===== src/rtl/serial_addsub_if.sv =====
// Handshake and data bundle for the digit-serial add/subtract unit.
// The requester drives master; the arithmetic unit takes the slave side.
interface serial_addsub_if #(
  parameter int WIDTH = 8
);
  logic             start;
  logic             mode;
  logic             cin;
  logic [WIDTH-1:0] a;
  logic [WIDTH-1:0] b;
  logic             busy;
  logic             done;
  logic [WIDTH-1:0] result;
  logic             cout;
  logic             ovf;
  logic             zero;

  modport master (
    output start, mode, cin, a, b,
    input  busy, done, result, cout, ovf, zero
  );

  modport slave (
    input  start, mode, cin, a, b,
    output busy, done, result, cout, ovf, zero
  );
endinterface


===== src/rtl/serial_addsub.sv =====
// Digit-serial WIDTH-bit add/subtract, CHUNK bits per clock, LSB first.
// Flags and result are registered together on the final chunk edge.
module serial_addsub #(
  parameter int WIDTH = 8,
  parameter int CHUNK = 4
) (
  input logic           clk,
  input logic           rst_n,
  serial_addsub_if.slave bus
);
  localparam int NCHUNK = WIDTH / CHUNK;
  localparam int IW = (NCHUNK > 1) ? $clog2(NCHUNK) : 1;

  typedef enum logic [1:0] {
    IDLE,
    RUN,
    DONE
  } state_t;

  state_t           state;
  state_t           state_nx;
  logic [WIDTH-1:0] op_a;
  logic [WIDTH-1:0] op_b;
  logic [WIDTH-1:0] acc;
  logic [WIDTH-1:0] acc_nx;
  logic [WIDTH-1:0] res_q;
  logic             op_add;
  logic             carry;
  logic             cy_nx;
  logic             ovf_nx;
  logic             cout_q;
  logic             ovf_q;
  logic             zero_q;
  logic [IW-1:0]    idx;
  logic [CHUNK-1:0] ca;
  logic [CHUNK-1:0] cb;
  logic [CHUNK:0]   part;
  logic             last;
  logic             accept;
  int               off;

  always_comb begin
    off    = int'(idx) * CHUNK;
    ca     = CHUNK'(op_a >> off);
    cb     = CHUNK'(op_b >> off);
    // Borrow shows up as the wrapped top bit of the widened difference.
    if (op_add) begin
      part = {1'b0, ca} + {1'b0, cb}
           + {{CHUNK{1'b0}}, carry};
    end else begin
      part = {1'b0, ca} - {1'b0, cb}
           - {{CHUNK{1'b0}}, carry};
    end
    cy_nx  = part[CHUNK];
    acc_nx = acc
           | (WIDTH'(part[CHUNK-1:0]) << off);
    ovf_nx = (op_add
             ? (op_a[WIDTH-1] == op_b[WIDTH-1])
             : (op_a[WIDTH-1] != op_b[WIDTH-1]))
           && (acc_nx[WIDTH-1] != op_a[WIDTH-1]);
    last   = (idx == IW'(NCHUNK - 1));
    accept = (state == IDLE) && bus.start;
  end

  always_comb begin
    state_nx = state;
    unique case (state)
      IDLE:    if (bus.start) state_nx = RUN;
      RUN:     if (last) state_nx = DONE;
      DONE:    state_nx = IDLE;
      default: state_nx = IDLE;
    endcase
  end

  always_ff @(posedge clk or negedge rst_n) begin
    if (!rst_n) begin
      state <= IDLE;
    end else begin
      state <= state_nx;
    end
  end

  always_ff @(posedge clk or negedge rst_n) begin
    if (!rst_n) begin
      op_a   <= '0;
      op_b   <= '0;
      op_add <= 1'b0;
      carry  <= 1'b0;
      idx    <= '0;
      acc    <= '0;
      res_q  <= '0;
      cout_q <= 1'b0;
      ovf_q  <= 1'b0;
      zero_q <= 1'b0;
    end else if (accept) begin
      op_a   <= bus.a;
      op_b   <= bus.b;
      op_add <= bus.mode;
      carry  <= bus.cin;
      idx    <= '0;
      acc    <= '0;
    end else if (state == RUN) begin
      acc   <= acc_nx;
      carry <= cy_nx;
      idx   <= idx + IW'(1);
      if (last) begin
        res_q  <= acc_nx;
        cout_q <= cy_nx;
        ovf_q  <= ovf_nx;
        zero_q <= (acc_nx == '0);
      end
    end
  end

  assign bus.busy   = (state != IDLE);
  assign bus.done   = (state == DONE);
  assign bus.result = res_q;
  assign bus.cout   = cout_q;
  assign bus.ovf    = ovf_q;
  assign bus.zero   = zero_q;
endmodule


===== src/flat_wrapper.sv =====
// flat-port wrapper written by rule: the top's interface ports become plain ports
module serial_addsub_flat 
#(
  parameter int WIDTH = 8,
  parameter int CHUNK = 4
)
  (clk, rst_n, bus_start, bus_mode, bus_cin, bus_a, bus_b, bus_busy, bus_done, bus_result, bus_cout, bus_ovf, bus_zero);
  serial_addsub_if #(.WIDTH(WIDTH)) bus_i ();
  input logic clk;
  input logic rst_n;
  input wire logic [$bits(bus_i.start)-1:0] bus_start;
  input wire logic [$bits(bus_i.mode)-1:0] bus_mode;
  input wire logic [$bits(bus_i.cin)-1:0] bus_cin;
  input wire logic [$bits(bus_i.a)-1:0] bus_a;
  input wire logic [$bits(bus_i.b)-1:0] bus_b;
  output wire logic [$bits(bus_i.busy)-1:0] bus_busy;
  output wire logic [$bits(bus_i.done)-1:0] bus_done;
  output wire logic [$bits(bus_i.result)-1:0] bus_result;
  output wire logic [$bits(bus_i.cout)-1:0] bus_cout;
  output wire logic [$bits(bus_i.ovf)-1:0] bus_ovf;
  output wire logic [$bits(bus_i.zero)-1:0] bus_zero;
  assign bus_i.start = bus_start;
  assign bus_i.mode = bus_mode;
  assign bus_i.cin = bus_cin;
  assign bus_i.a = bus_a;
  assign bus_i.b = bus_b;
  assign bus_busy = bus_i.busy;
  assign bus_done = bus_i.done;
  assign bus_result = bus_i.result;
  assign bus_cout = bus_i.cout;
  assign bus_ovf = bus_i.ovf;
  assign bus_zero = bus_i.zero;
  serial_addsub #(.WIDTH(WIDTH), .CHUNK(CHUNK)) u_core (.clk(clk), .rst_n(rst_n), .bus(bus_i));
endmodule

===== config.mk =====
export PLATFORM = sky130hd
export DESIGN_NAME = serial_addsub_flat
export DESIGN_NICKNAME = d
export VERILOG_FILES = /design/src/rtl/serial_addsub_if.sv /design/src/rtl/serial_addsub.sv /design/src/flat_wrapper.sv
export SDC_FILE = /design/constraint.sdc
export NUM_CORES = 1
export LEC_CHECK = 0
export BUFFER_PORTS_ARGS = -buffer_cell sky130_fd_sc_hd__buf_2
export CAP_MARGIN = 20
export CORE_ASPECT_RATIO = 1.1
export CORE_MARGIN = 2
export CORE_UTILIZATION = 60
export DETAILED_ROUTE_END_ITERATION = 10
export GPL_TIMING_DRIVEN = 0
export PLACE_DENSITY = 0.95
export REMOVE_ABC_BUFFERS = 1
export SKIP_CTS_REPAIR_TIMING = 1
export SYNTH_ARGS = -nofsm -noshare
export SYNTH_HDL_FRONTEND = slang
export SYNTH_SLANG_ARGS = --single-unit

===== constraint.sdc =====
create_clock -name clk -period 4.7 [get_ports clk]
set_clock_uncertainty 0.15 [all_clocks]
set_input_delay 0.47 -clock clk [delete_from_list [all_inputs] [get_ports clk]]
set_output_delay 0.47 -clock clk [all_outputs]
set_load 0.05 [all_outputs]

==> impl_metrics.ini, run 1 <==
[clock_network]
cts_made_buffers = 5
cts.sinks = 40
clk_pin_slew_ps = 120
cts_tree = done
htree_levels = 2
clock_latency_ps = 350
cts_max_path_buffers = 2
root_buffer = clkbuf_4

[critical_path]
start_kind = flip-flop
cp.buffers_inverters = 0
cp.required_ps = 4800
crit_chain = mux2_2 > fa_1 > ha_1 > nand2b_1 > a2111oi_4 > o21ai_1 > and3_4 > a211o_1
crit_family = flip-flops
cp_max_fo = 18
crit_slowest_cell = dfrtp_1
critical-path-max-stage-delay_ps = 810
critical_path_class = reg2reg
cp-end-kind = flip-flop
critPathArrivalTime_ps = 3400

[die]
die_w_um = 60.32
num_io_pins = 34
rows = 22
fp.dieH_um = 65.95
die-area_um2 = 3978
start_util_pct = 62.85
core_area_um2 = 3331

[grt]
grt_use_met2_pct = 41.03
first_global_vias = 1538
grtUsageMet1_pct = 24.97
grt_max_degree = 41
grtUsageMet3_pct = 3.718
grt.total_usage_pct = 22.39
overflow = 0
grt_pass1_wl_um = 6534
grt.busiest_layer = met2
antenna_found_initial = 0

[routing]
via_count = 1493
drt_iter0_drc = 74
drc_errors = 0
routed_wl_um = 3857
wl_per_cell_um = 13.97
ant_nets = 0
dr.pass1.iters = 4
vias_per_cell = 5.409

[finish]
mostFrequentLayoutCell = dfrtp_1
nets = 259
drive_gt1_share_pct = 29.82
mostFrequentLayoutCells = dfrtp_1 (40), buf_2 (33), mux2_2 (21)
area_growth_syn_to_layout_pct = 11.78
antenna_cells = 0
nFillCells = 275

[logic_synthesis]
netlist_instances = 195
synth_largest_area_cell = dfrtp_1
syn_area_um2 = 2093
ys_warn_count = 0
synth_area_per_cell_um2 = 10.73
synth.ff_latch_count = 40
ys_types = 38
synthTopCellsByArea = dfrtp_1 (48%), mux2_2 (11%), ha_1 (4.2%)
synth.top_cell.area_share_pct = 47.82
ys_seq_area_share_pct = 47.82

[timing]
setup_viol = 0
slew_headroom_pct = 41.42
rsz0062_at_grt = false
min_period_ps = 3296
tightest_slew_ps = 878.7
finalCritPeriodShare_pct = 70.13
slew_violations = 0
hold_violations = 0
fmax_ghz = 0.3034
fin_tns_setup_ps = 0

[hold_path]
hp-class = in2async

[placed_design]
dp_hpwl_um = 2846
io_buffers = 33
place_congestion = 0.8390

[outcome]
status = completed

[flow_run]
drv_cap = 0
-- per-stage QoR --
step	worst slack (ps)	instances	hold slack [ps]	cell area [um^2]	utilization (%)
after CTS	1422	276	88.19	2340	70.25
after detailed placement	1435	268	307.1	2278	68.41
after floorplan	1746	187	24.41	2053	-
after global routing	1219	276	126.7	2340	70.25
after global placement	1470	268	304.1	2278	68.41
final	1404	276	70.31	2340	70.25
-- final cells by class --
| type | count | area (um^2) | share of cell area [%] |
|---|---|---|---|
| multi-input cells | 133 | 999.7 | 42.73 |
| well taps | 48 | 60.06 | 2.567 |
| flip-flops and latches | 40 | 1001 | 42.78 |
| clock buffers | 6 | 51.30 | 2.193 |
| clock inverters | 2 | 10.01 | 0.4278 |
| inverters | 14 | 52.55 | 2.246 |
| repair buffers | 33 | 165.2 | 7.059 |
-- synth_stat cells (all sizes together) --
cell type	number
ha	7
or3	1
nand3	3
mux2i	6
o21bai	2
clkbuf	4
nor2b	3
nand2b	3
or2	2
and2	1
xor2	1
inv	14
a211o	1
a211oi	1
fa	4
nor3b	1
o31ai	1
mux2	22
a31oi	1
and3	2
a21oi	17
nor2	16
nand2	20
o211ai	1
o21ai	7
xnor2	3
dfrtp	40
nor4	2
a22o	3
buf	4
nand4	1
a2111oi	1
-- kinds of logic after synthesis --
kind of cell               share of synthesized area [%]
and+or+nand+nor                                    12.37
muxes                                              14.88
AOI/OAI and AO/OA                                  10.82
DFF                                                47.82
buffers and inverters                              4.423
adders and majority gates                          8.010
xor gates and xnor gates                           1.674
-- worst paths after layout --
kind,cells after the start,from,endpoint,slack (ps)
worst max register to register,8,u_core.idx,u_core.bus.ovf,1400
max in group asynchronous,1,rst_n,u_core.op_b[7],3780
min in group clk,2,bus_b[1],u_core.op_b[1],190
worst max-delay path,8,u_core.idx,u_core.bus.ovf,1400
worst min register to register,2,u_core.bus.result[0],u_core.bus.result[0],330
worst min-delay path,1,rst_n,u_core.acc[4],70
-- flip-flops by register name, summed over array words and instances, names as in the netlist, 2 cells and up --
register / count
u_core.acc: 8
u_core.bus.result: 8
u_core.op_a: 8
u_core.op_b: 8
u_core.state: 2
-- worst register-to-register path: cells and delay by family (launching register included) --
kind            cells  cell delay (ps)
flops               1              810
compound gates      3              760
mux                 1              440
simple gates        2              430
fa+ha+maj           2              610
-- metal layers --
metal / wire [um] / part of all wire (%)
met5: 0 / 0
met4: 49 / 1.3
met3: 196 / 5.1
met2: 2009 / 52
met1: 1602 / 42
Power of run 1 is left out: the tool's default activity adds up to more than one toggle a clock period on the data nets, which glitch-free logic cannot reach.
==> run 2: changes to the inputs <==
--- a/config.mk
+++ b/config.mk
@@ -9,10 +9,10 @@
 export CAP_MARGIN = 20
 export CORE_ASPECT_RATIO = 1.1
 export CORE_MARGIN = 2
-export CORE_UTILIZATION = 60
+export CORE_UTILIZATION = 50
 export DETAILED_ROUTE_END_ITERATION = 10
 export GPL_TIMING_DRIVEN = 0
-export PLACE_DENSITY = 0.95
+export PLACE_DENSITY = 0.87
 export REMOVE_ABC_BUFFERS = 1
 export SKIP_CTS_REPAIR_TIMING = 1
 export SYNTH_ARGS = -nofsm -noshare
==> constraint.sdc (replaced) <==
create_clock -name clk -period 3 [get_ports clk]
set_clock_uncertainty 0.15 [all_clocks]
set_input_delay 0.3 -clock clk [delete_from_list [all_inputs] [get_ports clk]]
set_output_delay 0.3 -clock clk [all_outputs]
set_load 0.05 [all_outputs]
==> run 2 against run 1 <==
Against the previous run:
- the run now ends with negative hold slack left
- non-clock buffer count grew 9
- worst setup slack got worse by 1300 ps
- critical endpoint unchanged
- first-iteration DRC count grew 120%
==> impl_metrics.ini, run 2 (same netlist as run 1, synthesis figures left out) <==
[outcome]
status = finished, violations left
violations = negative hold slack

[die]
die-area_um2 = 4720
rows = 24
start_util_pct = 52.41
fp.dieH_um = 71.86
core_area_um2 = 3994
num_io_pins = 34
die_w_um = 65.69

[routing]
drc_errors = 0
vias_per_cell = 5.448
wl_per_cell_um = 14.50
ant_nets = 0
via_count = 1569
routed_wl_um = 4175
drt_iter0_drc = 162
dr.pass1.iters = 4

[hold_path]
hp-class = in2async

[timing]
slew_violations = 0
setup_ws_ps = 87.16
slew_headroom_pct = 42.56
fin_tns_setup_ps = 0
finalCritPeriodShare_pct = 97.09
min_period_ps = 2913
hold_ws_ps = -44.19
hold_violations = 40
fmax_ghz = 0.3433
setup_viol = 0
tightest_slew_ps = 861.6

[finish]
finalInstanceArea_um2 = 2474
area_growth_syn_to_layout_pct = 18.17
drive_gt1_share_pct = 34.32
nets = 268
mostFrequentLayoutCell = dfrtp_1
mostFrequentLayoutCells = dfrtp_1 (39), buf_2 (34), mux2_2 (21)
antenna_cells = 0

[grt]
grt.total_usage_pct = 18.72
grt_max_degree = 41
antenna_found_initial = 0
grt_pass1_wl_um = 6706
overflow = 0
first_global_vias = 1517

[critical_path]
cp-end-kind = flip-flop
critPathArrivalTime_ps = 2950
crit_chain = buf_2 > buf_4 > buf_4 > mux2i_2 > ha_1 > nand2b_1 > a2111oi_4 > o21ai_1 > and3_4 > a211o_1
crit_slowest_cell = dfrtp_4
critical-path-max-stage-delay_ps = 540
cp.required_ps = 3040
critical_path_class = reg2reg
start_kind = flip-flop
cp_common_cell = buf_4
cp_max_fo = 7

[clock_network]
htree_levels = 2
cts.sinks = 40
cts_made_buffers = 5
cts_max_path_buffers = 2
clk_pin_slew_ps = 80
clock_latency_ps = 300
cts_tree = done
root_buffer = clkbuf_8

[placed_design]
io_buffers = 33
place_congestion = 0.8355
place_ws_ps = -277.9
placed_cell_area_um2 = 2283
dp_hpwl_um = 2908

[flow_run]
drv_cap = 0
-- run 2: cell type report --
type | instances | area, um^2
Clock buffer | 7 | 96.34
Fill cell | 348 | 1520
Timing Repair Buffer | 42 | 230.2
Multi-Input combinational cell | 133 | 1025
Sequential cell | 40 | 1005
Inverter | 14 | 52.55
Tap cell | 52 | 65.06
-- run 2: final timing paths --
check | startpoint | end | slack, ps | cells after the start
setup / recovery | u_core.idx | u_core.bus.ovf | 90 | 10
hold / removal | rst_n | u_core.bus.result[0] | -40 | 1
setup reg to reg | u_core.idx | u_core.bus.ovf | 90 | 10
hold reg to reg | u_core.bus.cout | u_core.bus.cout | 330 | 2
max in group asynchronous | rst_n | u_core.idx | 2120 | 1
min in group clk | bus_a[3] | u_core.op_a[3] | 80 | 2
-- run 2: metal layers --
metal  share of wire, %  wire length [um]  global-route usage, %  up-vias
met2                 52              2181                  31.09       49
met1                 40              1668                  22.63      771
met4                2.2                90                  6.944        0
met5                  0                 0                      0        -
li1                   -                 -                      -      739
met3                5.6               235                  6.122       10
-- run 2: through the flow --
stage,instances,util [%]
after floorplan,187,-
after global placement,272,57.17
after detailed placement,272,57.17
after CTS,279,59.59
after global routing,288,61.94
final,288,61.94
-- run 2: critical path, delay by kind of cell (launching register included) --
family	cells	cell delay, ps
flip-flops	1	540
AND/OR/NAND/NOR	2	340
adder cells (fa/ha/maj)	1	390
AO/OA/AOI/OAI	3	760
multiplexers	1	150
buffers and inverters	3	470
Power of run 2 is left out for the same reason.
==> run 3: changes to the inputs <==
--- a/config.mk
+++ b/config.mk
@@ -14,6 +14,7 @@
 export GPL_TIMING_DRIVEN = 0
 export PLACE_DENSITY = 0.87
 export REMOVE_ABC_BUFFERS = 1
+export SETUP_SLACK_MARGIN = 0.2
 export SKIP_CTS_REPAIR_TIMING = 1
 export SYNTH_ARGS = -nofsm -noshare
 export SYNTH_HDL_FRONTEND = slang
==> run 3 against run 2 <==
Against the previous run:
- the run still ends with negative hold slack left
- die area did not move
- sequential share of layout area fell by 2.1 points
- non-clock buffer count rose by 4
- utilization rose by 3.3 points
- count of clock-buffer cells in the layout did not move
- maximum frequency rose by 2.7%
- flip-flop and latch count did not move
- register-to-register slack improved by 80 ps
- final cell count rose by 1.4%
- global-route usage did not move
- via count rose by 0.57%
- critical path depth did not move
- critical path type unchanged
==> impl_metrics.ini, run 3 (same netlist as run 1, synthesis figures left out) <==
[outcome]
status = finished, violations left
violations = negative hold slack

[placed_design]
dp_hpwl_um = 2908
place_congestion = 0.8355
dp.cells = 272
io_buffers = 33

[routing]
vias_per_cell = 5.404
drc_errors = 0
dr.pass1.iters = 4
via_count = 1578
drt_iter0_drc = 145
wl_per_cell_um = 15.01
routed_wl_um = 4383
ant_nets = 0

[grt]
grt_max_degree = 41
grt.total_usage_pct = 18.72
antenna_found_initial = 0
grt_pass1_wl_um = 6706
first_global_vias = 1517
overflow = 0

[timing]
tightest_slew_ps = 872.3
slew_violations = 0
fmax_ghz = 0.3526
finalCritPeriodShare_pct = 94.54
setup_viol = 0
hold_violations = 40
hold_ws_ps = -38.81
slew_headroom_pct = 41.85
rsz0062_at_grt = true
min_period_ps = 2836

[clock_network]
cts_tree = done
cts.sinks = 40
clk_pin_slew_ps = 80
root_buffer = clkbuf_8
cts_max_path_buffers = 2
htree_levels = 2
cts_made_buffers = 5
clock_latency_ps = 300

[critical_path]
critical_path_class = reg2reg
worstReg2RegStart = u_core.idx
cp.required_ps = 3040
critical-path-max-stage-delay_ps = 500
r2r_end = u_core.bus.ovf
crit_start = u_core.idx
r2r_setup_slack_ps = 160
start_kind = flip-flop
cp_max_fo = 6
cp-end-kind = flip-flop
crit_chain = buf_12 > mux2_2 > fa_2 > ha_4 > nor3b_2 > a22o_1 > o21ai_2 > buf_4 > a31oi_1 > a211o_1
cp-endpoint = u_core.bus.ovf
critPathArrivalTime_ps = 2870
crit_slowest_cell = dfrtp_4
r2r_cells = 10

[flow_run]
drv_cap = 0

[hold_path]
hp-class = in2async

[finish]
mostFrequentLayoutCell = dfrtp_1
nFillCells = 319
antenna_cells = 0
stdcell_count = 292
nets = 272
drive_gt1_share_pct = 40.83
mostFrequentLayoutCells = dfrtp_1 (39), buf_2 (33), mux2_2 (20), nand2_1 (20), a21oi_1 (17)
area_growth_syn_to_layout_pct = 24.51

[die]
num_io_pins = 34
fp.dieH_um = 71.86
start_util_pct = 52.41
die-area_um2 = 4720
die_w_um = 65.69
rows = 24
core_area_um2 = 3994
-- run 3: cell types whose count changed in the layout (fill, tap and decap cells not counted), sizes merged --
cell / previous run / this run
buf: 42 / 46
-- run 3: critical path, delay by kind of cell, from the launching register on --
family,cells,cell delay (ps)
AO/OA/AOI/OAI,4,730
adder cells (fa/ha/maj),2,610
buffers and inverters,2,280
AND/OR/NAND/NOR,1,150
flip-flops,1,500
multiplexers,1,300
-- run 3: through the flow --
stage / utilization [%] / area (um^2) / TNS [ps] / worst slack (ps)
floorplan: - / 2053 / 0 / 46.06
global placement: 57.17 / 2283 / -534.9 / -257.3
detailed placement: 57.17 / 2283 / -727.9 / -277.9
CTS: 59.59 / 2380 / -972.8 / -307.4
global route: 65.26 / 2606 / 0 / 84.68
finish: 65.26 / 2606 / 0 / 163.7
-- run 3: worst min-delay path by stage --
stage,startpoint,depth (start not counted),to,slack [ps]
5_1_grt,rst_n,1,u_core.bus.result[1],30
4_1_cts,rst_n,1,u_core.acc[3],-7
2_1_floorplan,rst_n,0,u_core.acc[0],-150
3_3_place_gp,rst_n,1,u_core.bus.result[0],300
6_report,rst_n,1,u_core.bus.result[0],-40
3_5_place_dp,u_core.bus.cout,2,u_core.bus.cout,310
-- run 3: layout make-up --
| cell class | instances | area, um^2 | area share [%] |
|---|---|---|---|
| well taps | 52 | 65.06 | 2.496 |
| repair buffers | 46 | 279.0 | 10.71 |
| inverters | 14 | 52.55 | 2.016 |
| multi-input cells | 133 | 1109 | 42.53 |
| clock buffers | 7 | 96.34 | 3.697 |
| flip-flops and latches | 40 | 1005 | 38.55 |
-- run 3: metal layers --
metal  share of wire, %  global-route usage [%]  routed length, um
met1                 41                   22.63               1786
met2                 52                   31.09               2282
met3                4.9                   6.122                213
met4                2.3                   6.944                100
met5                  0                       0                  0
Power of run 3 is left out for the same reason.
